===== src/rtl/rot_reservation_station_pkg.sv =====
// Shared types for the rotate/shift reservation station.
// The flush option is selected by ROT_RS_FLUSH_EN in the top module.
package rot_reservation_station_pkg;

    localparam int unsigned DATA_W     = 32;
    localparam int unsigned GPR_ADDR_W = 5;

    typedef struct packed {
        logic [4:0] mb;
        logic [4:0] me;
        logic       mask_insert;
        logic       alter_cr0;
        logic       shift_left;
    } rotate_decode_t;

    typedef enum logic [1:0] {
        FREE  = 2'd0,
        WAIT  = 2'd1,
        READY = 2'd2
    } rot_rs_state_t;

    // The tag of a missing operand sits in the low RS_ID_WIDTH bits of value.
    typedef struct packed {
        logic              valid;
        logic [DATA_W-1:0] value;
    } rot_rs_operand_t;

    typedef struct packed {
        rot_rs_state_t         state;
        logic [GPR_ADDR_W-1:0] result_reg_addr;
        rotate_decode_t        control;
        rot_rs_operand_t       op1;
        rot_rs_operand_t       op2;
        rot_rs_operand_t       target;
    } rot_rs_entry_t;

    function automatic logic rs_all_present(input rot_rs_entry_t e);
        return e.op1.valid & e.op2.valid & e.target.valid;
    endfunction

endpackage


===== src/rtl/rot_rs_operand.sv =====
// One operand slot of a reservation-station entry: issue load with CDB bypass,
// and CDB snooping for a missing value while the entry waits.
module rot_rs_operand
    import rot_reservation_station_pkg::*;
#(
    parameter int unsigned RS_ID_WIDTH = 5
) (
    input  logic                   clk,
    input  logic                   rst,
    input  logic                   load,
    input  logic                   load_valid,
    input  logic [DATA_W-1:0]      load_value,
    input  logic                   snoop_en,
    input  logic                   cdb_valid,
    input  logic [RS_ID_WIDTH-1:0] cdb_rs_id,
    input  logic [DATA_W-1:0]      cdb_result,
    output rot_rs_operand_t        opnd,
    output logic                   valid_next_c
);

    rot_rs_operand_t opnd_n;
    logic            load_hit_c;
    logic            snoop_hit_c;

    always_comb begin
        opnd_n       = opnd;
        load_hit_c   = !load_valid && cdb_valid &&
                       (cdb_rs_id == load_value[RS_ID_WIDTH-1:0]);
        snoop_hit_c  = snoop_en && !opnd.valid && cdb_valid &&
                       (cdb_rs_id == opnd.value[RS_ID_WIDTH-1:0]);
        if (load) begin
            opnd_n.valid = load_valid | load_hit_c;
            opnd_n.value = load_hit_c ? cdb_result : load_value;
        end else if (snoop_hit_c) begin
            opnd_n.valid = 1'b1;
            opnd_n.value = cdb_result;
        end
        valid_next_c = opnd_n.valid;
    end

    always_ff @(posedge clk or posedge rst) begin
        if (rst) begin
            opnd <= '0;
        end else begin
            opnd <= opnd_n;
        end
    end

endmodule


===== src/rtl/rot_reservation_station.sv =====
// Reservation station feeding rot_unit: holds rotate instructions until operands
// arrive, issues the oldest ready one. Define ROT_RS_FLUSH_EN to add a flush input.
module rot_reservation_station
    import rot_reservation_station_pkg::*;
#(
    parameter int unsigned RS_ID_WIDTH = 5,
    parameter int unsigned RS_DEPTH    = 4,
    parameter int unsigned RS_OFFSET   = 0
) (
    input  logic                   clk,
    input  logic                   rst,
`ifdef ROT_RS_FLUSH_EN
    input  logic                   flush,
`endif
    input  logic                   issue_valid,
    output logic                   issue_ready,
    output logic [RS_ID_WIDTH-1:0] issue_rs_id,
    input  logic [GPR_ADDR_W-1:0]  issue_result_reg_addr,
    input  rotate_decode_t         issue_control,
    input  logic                   issue_op1_valid,
    input  logic                   issue_op2_valid,
    input  logic                   issue_target_valid,
    input  logic [DATA_W-1:0]      issue_op1,
    input  logic [DATA_W-1:0]      issue_op2,
    input  logic [DATA_W-1:0]      issue_target,
    input  logic                   cdb_valid,
    input  logic [RS_ID_WIDTH-1:0] cdb_rs_id,
    input  logic [DATA_W-1:0]      cdb_result,
    output logic                   dispatch_valid,
    input  logic                   dispatch_ready,
    output logic [RS_ID_WIDTH-1:0] dispatch_rs_id,
    output logic [GPR_ADDR_W-1:0]  dispatch_result_reg_addr,
    output logic [DATA_W-1:0]      dispatch_op1,
    output logic [DATA_W-1:0]      dispatch_op2,
    output logic [DATA_W-1:0]      dispatch_target,
    output rotate_decode_t         dispatch_control
);

    localparam int unsigned IDX_W = (RS_DEPTH > 1) ? $clog2(RS_DEPTH) : 1;

    rot_rs_state_t         state_q [RS_DEPTH];
    rot_rs_state_t         state_n [RS_DEPTH];
    logic [GPR_ADDR_W-1:0] rrd_q   [RS_DEPTH];
    rotate_decode_t        ctrl_q  [RS_DEPTH];
    rot_rs_operand_t       op1_q   [RS_DEPTH];
    rot_rs_operand_t       op2_q   [RS_DEPTH];
    rot_rs_operand_t       tgt_q   [RS_DEPTH];
    rot_rs_entry_t         ent_c   [RS_DEPTH];

    // age_q[j][i] set means entry j was allocated before entry i
    logic [RS_DEPTH-1:0][RS_DEPTH-1:0] age_q, age_n;

    logic [RS_DEPTH-1:0] op1_vn, op2_vn, tgt_vn, all_vn;
    logic [RS_DEPTH-1:0] free_c, ready_c, wait_c, sel_c, alloc_c;
    logic [IDX_W-1:0]    free_idx_c;
    logic                any_free_c;
    logic                flush_c;

`ifdef ROT_RS_FLUSH_EN
    assign flush_c = flush;
`else
    assign flush_c = 1'b0;
`endif

    assign all_vn = op1_vn & op2_vn & tgt_vn;

    always_comb begin
        for (int i = 0; i < int'(RS_DEPTH); i++) begin
            ent_c[i] = '{state: state_q[i], result_reg_addr: rrd_q[i],
                         control: ctrl_q[i], op1: op1_q[i], op2: op2_q[i],
                         target: tgt_q[i]};
            free_c[i]  = (ent_c[i].state == FREE);
            wait_c[i]  = (ent_c[i].state == WAIT);
            ready_c[i] = (ent_c[i].state == READY);
        end
    end

    // Lowest free entry takes the next issue
    always_comb begin
        free_idx_c = '0;
        any_free_c = 1'b0;
        for (int i = int'(RS_DEPTH) - 1; i >= 0; i--) begin
            if (free_c[i]) begin
                free_idx_c = IDX_W'(i);
                any_free_c = 1'b1;
            end
        end
    end

    assign issue_ready = any_free_c && !rst && !flush_c;
    assign issue_rs_id = RS_ID_WIDTH'(RS_OFFSET) + RS_ID_WIDTH'(free_idx_c);

    always_comb begin
        for (int i = 0; i < int'(RS_DEPTH); i++) begin
            alloc_c[i] = issue_valid && issue_ready && (free_idx_c == IDX_W'(i));
        end
    end

    // Oldest ready entry wins; diagonal of the age matrix is always clear
    always_comb begin
        for (int i = 0; i < int'(RS_DEPTH); i++) begin
            sel_c[i] = ready_c[i] && !flush_c;
            for (int j = 0; j < int'(RS_DEPTH); j++) begin
                if (ready_c[j] && age_q[j][i]) begin
                    sel_c[i] = 1'b0;
                end
            end
        end
    end

    always_comb begin
        dispatch_valid           = |sel_c;
        dispatch_rs_id           = '0;
        dispatch_result_reg_addr = '0;
        dispatch_control         = '0;
        dispatch_op1             = '0;
        dispatch_op2             = '0;
        dispatch_target          = '0;
        for (int i = 0; i < int'(RS_DEPTH); i++) begin
            if (sel_c[i]) begin
                dispatch_rs_id           = RS_ID_WIDTH'(RS_OFFSET) + RS_ID_WIDTH'(i);
                dispatch_result_reg_addr = ent_c[i].result_reg_addr;
                dispatch_control         = ent_c[i].control;
                dispatch_op1             = ent_c[i].op1.value;
                dispatch_op2             = ent_c[i].op2.value;
                dispatch_target          = ent_c[i].target.value;
            end
        end
    end

    // Per-entry next state and age update
    always_comb begin
        age_n = age_q;
        for (int i = 0; i < int'(RS_DEPTH); i++) begin
            state_n[i] = state_q[i];
            case (state_q[i])
                FREE:    if (alloc_c[i]) state_n[i] = all_vn[i] ? READY : WAIT;
                WAIT:    if (all_vn[i]) state_n[i] = READY;
                READY:   if (sel_c[i] && dispatch_ready) state_n[i] = FREE;
                default: state_n[i] = FREE;
            endcase
            if (flush_c) begin
                state_n[i] = FREE;
            end
            if (alloc_c[i]) begin
                for (int j = 0; j < int'(RS_DEPTH); j++) begin
                    age_n[i][j] = 1'b0;
                    age_n[j][i] = (j != i);
                end
            end
        end
        if (flush_c) begin
            age_n = '0;
        end
    end

    always_ff @(posedge clk or posedge rst) begin
        if (rst) begin
            for (int i = 0; i < int'(RS_DEPTH); i++) begin
                state_q[i] <= FREE;
            end
            age_q <= '0;
        end else begin
            for (int i = 0; i < int'(RS_DEPTH); i++) begin
                state_q[i] <= state_n[i];
            end
            age_q <= age_n;
        end
    end

    always_ff @(posedge clk or posedge rst) begin
        if (rst) begin
            for (int i = 0; i < int'(RS_DEPTH); i++) begin
                rrd_q[i]  <= '0;
                ctrl_q[i] <= '0;
            end
        end else begin
            for (int i = 0; i < int'(RS_DEPTH); i++) begin
                if (alloc_c[i]) begin
                    rrd_q[i]  <= issue_result_reg_addr;
                    ctrl_q[i] <= issue_control;
                end
            end
        end
    end

    // A READY entry must hold every operand value
    always_ff @(posedge clk) begin
        for (int i = 0; i < int'(RS_DEPTH); i++) begin
            if (ent_c[i].state == READY) begin
                assert (rs_all_present(ent_c[i]));
            end
        end
    end

    for (genvar g = 0; g < RS_DEPTH; g++) begin : g_entry
        rot_rs_operand #(.RS_ID_WIDTH(RS_ID_WIDTH)) u_op1 (
            .clk(clk), .rst(rst), .load(alloc_c[g]),
            .load_valid(issue_op1_valid), .load_value(issue_op1),
            .snoop_en(wait_c[g]), .cdb_valid(cdb_valid), .cdb_rs_id(cdb_rs_id),
            .cdb_result(cdb_result), .opnd(op1_q[g]), .valid_next_c(op1_vn[g])
        );
        rot_rs_operand #(.RS_ID_WIDTH(RS_ID_WIDTH)) u_op2 (
            .clk(clk), .rst(rst), .load(alloc_c[g]),
            .load_valid(issue_op2_valid), .load_value(issue_op2),
            .snoop_en(wait_c[g]), .cdb_valid(cdb_valid), .cdb_rs_id(cdb_rs_id),
            .cdb_result(cdb_result), .opnd(op2_q[g]), .valid_next_c(op2_vn[g])
        );
        rot_rs_operand #(.RS_ID_WIDTH(RS_ID_WIDTH)) u_tgt (
            .clk(clk), .rst(rst), .load(alloc_c[g]),
            .load_valid(issue_target_valid), .load_value(issue_target),
            .snoop_en(wait_c[g]), .cdb_valid(cdb_valid), .cdb_rs_id(cdb_rs_id),
            .cdb_result(cdb_result), .opnd(tgt_q[g]), .valid_next_c(tgt_vn[g])
        );
    end

endmodule


===== config.mk =====
export PLATFORM = sky130hd
export DESIGN_NAME = rot_reservation_station
export DESIGN_NICKNAME = d
export VERILOG_FILES = /design/src/rtl/rot_reservation_station_pkg.sv /design/src/rtl/rot_rs_operand.sv /design/src/rtl/rot_reservation_station.sv
export SDC_FILE = /design/constraint.sdc
export NUM_CORES = 2
export LEC_CHECK = 0
export ABC_AREA = 0
export BUFFER_PORTS_ARGS = -buffer_cell sky130_fd_sc_hd__buf_2
export CAP_MARGIN = 10
export CORE_AREA = 5 5 230 232
export CTS_BUF_LIST = sky130_fd_sc_hd__clkbuf_4
export CTS_CLUSTER_SIZE = 24
export DETAILED_ROUTE_END_ITERATION = 7
export DIE_AREA = 0 0 235 237
export GPL_TIMING_DRIVEN = 0
export PLACE_DENSITY = 0.67
export RECOVER_POWER = 50
export SYNTH_ARGS = -nofsm -noshare
export SYNTH_HDL_FRONTEND = slang
export SYNTH_SLANG_ARGS = --single-unit

===== constraint.sdc =====
create_clock -name clk -period 17.4 [get_ports clk]
set_clock_uncertainty 0.2 [all_clocks]
set_input_delay 0 -clock clk [delete_from_list [all_inputs] [get_ports clk]]
set_output_delay 0 -clock clk [all_outputs]
set_load 0.01 [all_outputs]

# Word level (Yosys, flattened, before mapping)
# Index checks and enable logic that the tools add are counted.
# op_classes
eq_ne,38
n_mux,102
n_bitwise,5
n_reduce_logical,108
# ops
operator,n
two-way mux 33 bit,24
two-way mux 32 bit,15
equality test 5 bit,15
logical AND 1 bit,64
two-way mux 13 bit,4
two-way mux 2 bit,20
nonzero test 2 bit,18
two-way mux 5 bit,7
two-way mux 1 bit,25
case mux 2 bit (3 select lines),4
logical NOT 1 bit,16
"inequality test 2 x 1 -> 1 bit, second input constant",8
"equality test 2 bit, second input constant",6
two-way mux 4 bit,3
AND reduction 3 bit,4
"equality test 2 x 1 -> 1 bit, second input constant",5
logical NOT 2 bit,5
AND 4 bit,2
"inequality test 2 bit, second input constant",4
OR reduction 4 bit,1
bitwise OR 1 bit,3
# word_totals
ff_bits,488
in_bits,159
output_inout_bits,126
word_cells,317

# Longest topological paths before layout
# depth
depth_word,14
depth_mapped,10
mapped_depth_nobuf,6

# Cells and area by module
# Synthesis repeated with hierarchy kept, for this count alone.
# hier_totals
hier_cells,3793
area_unflattened_um2,31061.0
# modules_own_cells
module,n_inst,cells_per_inst,area_per_inst_um2,seq_area_each_um2
rot_rs_operand,12,231,1988.2,825.8
rot_reservation_station,1,1021,7203.2,2302.2

# Worst setup path before layout
# Ideal clock, no wire load.
# synth_path
kind,flip-flop to output port
start,register state_q (netlist bit ent_c[118])
end,output port dispatch_op2[10]
arrival_time_ns,2.168
required_time_ns,17.200
setup_slack_ns,15.032
path_stages_with_launch,9
n_path_buf,3
path_cell_list,dfrtp_1 -> nor2b_1 -> buf_2 -> a221o_1 -> nor2_1 -> buf_2 -> clkbuf_1 -> a221oi_1 -> o21ai_0
# synth_via
elab_chain_len,7
word_cells_on_any_way,14
classes_between,eq/ne (1); mux (10); reduce/logical (3)
# synth_lines
element,line,source
start: declaration,rot_reservation_station.sv:41,rot_rs_state_t state_q [RS_DEPTH];
start signal: indexed assignment,rot_reservation_station.sv:165,state_q[i] <= state_n[i];
equality test 2 bit (*),rot_reservation_station.sv:74,ready_c[i] = (ent_c[i].state == READY);
logical AND 1 bit,rot_reservation_station.sv:104,if (ready_c[j] && age_q[j][i]) begin
two-way mux 1 bit,rot_reservation_station.sv:104,
two-way mux 32 bit (3 in series),rot_reservation_station.sv:120,if (sel_c[i]) begin
two-way mux 32 bit (*),rot_reservation_station.sv:120,
end: declaration,rot_reservation_station.sv:34,"output logic [DATA_W-1:0] dispatch_op2,"
# Every way passes the cells marked *; elsewhere a longest branch is shown, timed or not.

==> impl_metrics.csv <==
group,metric,value,unit
finish,fillers,4324,
global_route,antenna_found_initial,7,
cts,cts_max_level,4,
synthesis,synth.area.top_cells,"dfrtp_1, nor2_1, o22ai_1, nand2_1, a221oi_1",
global_route,grt_usage,37.5,%
synthesis,synthSimpleGateAreaFrac,22.3,%
global_route,grt_max_degree,126,
route,dr_total_vias,27100,
global_route,first_global_vias,27000,
die,initial_core_util,47.1,%
die,pin_count,285,
synthesis,synth_ff_type,"dfrtp_1",
synthesis,synthTopCellsByCount,"nor2_1, dfrtp_1, nand2_1, o22ai_1, clkbuf_1",
cts,cts_root_buffer,"clkbuf_4",
synthesis,synth_top_area_share,51.1,%
power_and_ir_drop,vdd_drop_max,0.000100,V
synthesis,synth.largest_area_cell,"dfrtp_1",
cts,clk_path_buf_depth,3,
finish,post-route-util,62.8,%
synthesis,synthAdderAreaFrac,0,%
power_and_ir_drop,combPwrFrac,42.7,%
die,dieArea,55700,µm²
placed_design,dp_worst_setup_slack,13.73,ns
route,drc,0,
synthesis,ys_warn_count,0,
min_path,hold_class,"primary input to flop",
sta,drv_slew,273,
synthesis,synth_compound_area_share,18.9,%
route,ant_nets,0,
worst_setup_path,worstPathMaxFanout,97,
route,routed_wl,108000,µm
synthesis,synth_xor_xnor_area_share,2.75,%
sta,worst_slack,8.90,ns
die,die_w,235,µm
worst_setup_path,cp_slowest_cell,"clkbuf_1",
power_and_ir_drop,power.total,5.54,mW
cts,insertion_delay,1.05,ns
run_status,violations,"capacitance limit, slew limit",
synthesis,ys_async_sr_fraction,100,%
synthesis,synth_cells,2829,
worst_setup_path,cp_cell_sequence,"dlygate4sd3_1 > dlygate4sd3_1 > clkbuf_1 > dlygate4sd3_1 > clkinvlp_2 > clkbuf_1",
die,die_y,237,µm
cts,cts_resized,0,
power_and_ir_drop,p_per_area,174,nW/µm²
power_and_ir_drop,p_int,3.29,mW
placed_design,placed_area,26300,µm²
finish,final_cell_area,31900,µm²
cts,cts_tree,"built",
sta,fin_hold_ws,0.0340,ns
sta,tightest_slew,5.27,ns
sta,finalCriticalPeriod,8.50,ns
synthesis,netlist_area,23900,µm²
synthesis,synth_cell_type_count,58,
finish,fin_cells,4426,
sta,hold_viol,0,
die,fp.coreArea,50800,µm²
global_route,gr-total-overflow,0,
synthesis,synth_seq_cells,488,
route,vias_per_cell,6.13,
run,maxCapViolations,4,
synthesis,yosysSeqAreaShare,51.1,%
power_and_ir_drop,power_switching_share,40.6,%
finish,finalNetCount,3796,
cts,postCtsSetupRepairBufs,0,
synthesis,yosysMostFrequentCell,"nor2_1",
placed_design,dp_cells,3792,
cts,cts_hold_buffers,387,
synthesis,synth_edf_count,0,
placed_design,place_congestion,0.970,
synthesis,synth_top_family_by_area,"simple AND/OR/NAND/NOR gates",
power_and_ir_drop,pwr-share-clk,20.5,%
route,dr.pass1.iters,8,
sta,period_share,48.8,%
run_status,status,"finished, violations left",
worst_setup_path,cp_slowest_stage_delay,3.82,ns
power_and_ir_drop,p_sw,2.25,mW
worst_setup_path,required,17.05,ns
cts,path_clk_slew,0.06,ns
sta,relSlewSlack,-251,%
synthesis,syn_area_per_cell,8.45,µm²
worst_setup_path,cp.arrival,8.15,ns
worst_setup_path,end_kind,"asynchronous set/reset pin",
synthesis,synth_mux_area_share,0.167,%
worst_setup_path,crit_type,"primary input to asynchronous set/reset pin",
route,wl_per_cell,24.4,µm
global_route,grt_pass1_wl,161000,µm
worst_setup_path,start_kind,"primary input",
sta,setup_viol,0,
die,rows,83,
finish,drive_gt1_share,16.3,%
power_and_ir_drop,leakage,14.4,nW
finish,syn_to_final_growth,33.4,%
sta,clock.fmax,118,MHz
route,drtIter0Drc,3649,
worst_setup_path,crit_top_cell,"dlygate4sd3_1",
cts,cts.sinks,488,
sta,setup_tns,0,ns
placed_design,dp_hpwl,70900,µm
cts,cts_buffers,136,
power_and_ir_drop,pwr-share-seq,36.7,%
placed_design,portBuffers,273,
sta,rsz0062_at_grt,"no",
-- flip-flops by register name, summed over array words and instances (netlist names) --
name / count
g_entry.u_op1.opnd: 132
g_entry.u_op2.opnd: 132
g_entry.u_tgt.opnd: 132
ctrl_q: 52
ent_c: 28
age_q: 12
-- worst max-delay path, delay by kind of cell --
kind | cells | cell delay, ns
buffers and inverters | 6 | 7.97
-- cell families after synthesis --
family	Yosys count
buffers and inverters	255
xor gates and xnor gates	75
and+or+nand+nor	1337
other	1
muxes	4
AOI/OAI and AO/OA	669
DFF	488
-- placed cells by master (no fill, tap or decap), types with 4 or more instances in the layout --
cell type      count
or3_1             34
clkinv_1          12
dfrtp_1          488
a221oi_1         115
nor2_1           848
nand2b_1           8
nand2_1          378
dlygate4sd3_1    387
o221a_2           32
conb_1             6
o21ai_1           17
o22ai_1          355
o21ai_0          101
buf_2            313
a22oi_1            4
o21a_1             4
clkbuf_4         215
a21oi_1           23
nor3_1            11
xnor2_1           24
or2_2              8
inv_1              4
clkbuf_1         156
nor4_1            15
mux2i_1            4
nor2b_1            4
or4_1              5
bufinv_16          4
nand3_1            6
buf_4             10
diode_2           10
xor2_1            51
buf_6             14
buf_1             33
-- metal layers --
metal  up-vias  GRT usage (%)  routed length [µm]
li1      11600              -                   -
met1     13000           46.1               38800
met2      2082           57.5               47800
met3       511           11.9               13600
met4         6           23.7                7660
met5         -              0                  26
-- power groups by stage --
| stage | sequential [mW] | clock [mW] | combinational, mW |
|---|---|---|---|
| 2_1_floorplan | 1.94 | 0 | 1.36 |
| 3_3_place_gp | 2.01 | 0 | 2.07 |
| 3_5_place_dp | 2.03 | 0 | 2.12 |
| 4_1_cts | 2.01 | 1.13 | 2.29 |
| 5_1_grt | 2.09 | 1.20 | 2.54 |
| 6_report | 2.04 | 1.14 | 2.37 |
-- cell type report --
cell class	count	area [µm²]	area share, %
Antenna cell	10	25.0	0.0784
Timing Repair Buffer	665	5310	16.6
Multi-Input combinational cell	2091	10600	33.1
Tap cell	680	851	2.67
Clock inverter	22	194	0.608
Sequential cell	488	12200	38.3
Inverter	5	20.0	0.0627
Buffer	250	1130	3.55
Clock buffer	215	1610	5.06
-- path summary, 6_finish.rpt --
check / startpoint / end / slack, ns / cells after the start
setup reg to reg: g_entry[3].u_op2.opnd[3] / g_entry[3].u_op2.opnd[15] / 12.84 / 10
max in group clk: ent_c[118] / dispatch_op2[6] / 12.34 / 9
hold / removal: cdb_result[3] / g_entry[2].u_op2.opnd[3] / 0.03 / 5
min in group asynchronous: rst / ctrl_q[34] / 1.78 / 5
setup / recovery: rst / g_entry[2].u_op2.opnd[23] / 8.90 / 6
hold reg to reg: ent_c[473] / ent_c[473] / 0.27 / 2
Power figures use the tool's default switching activity.
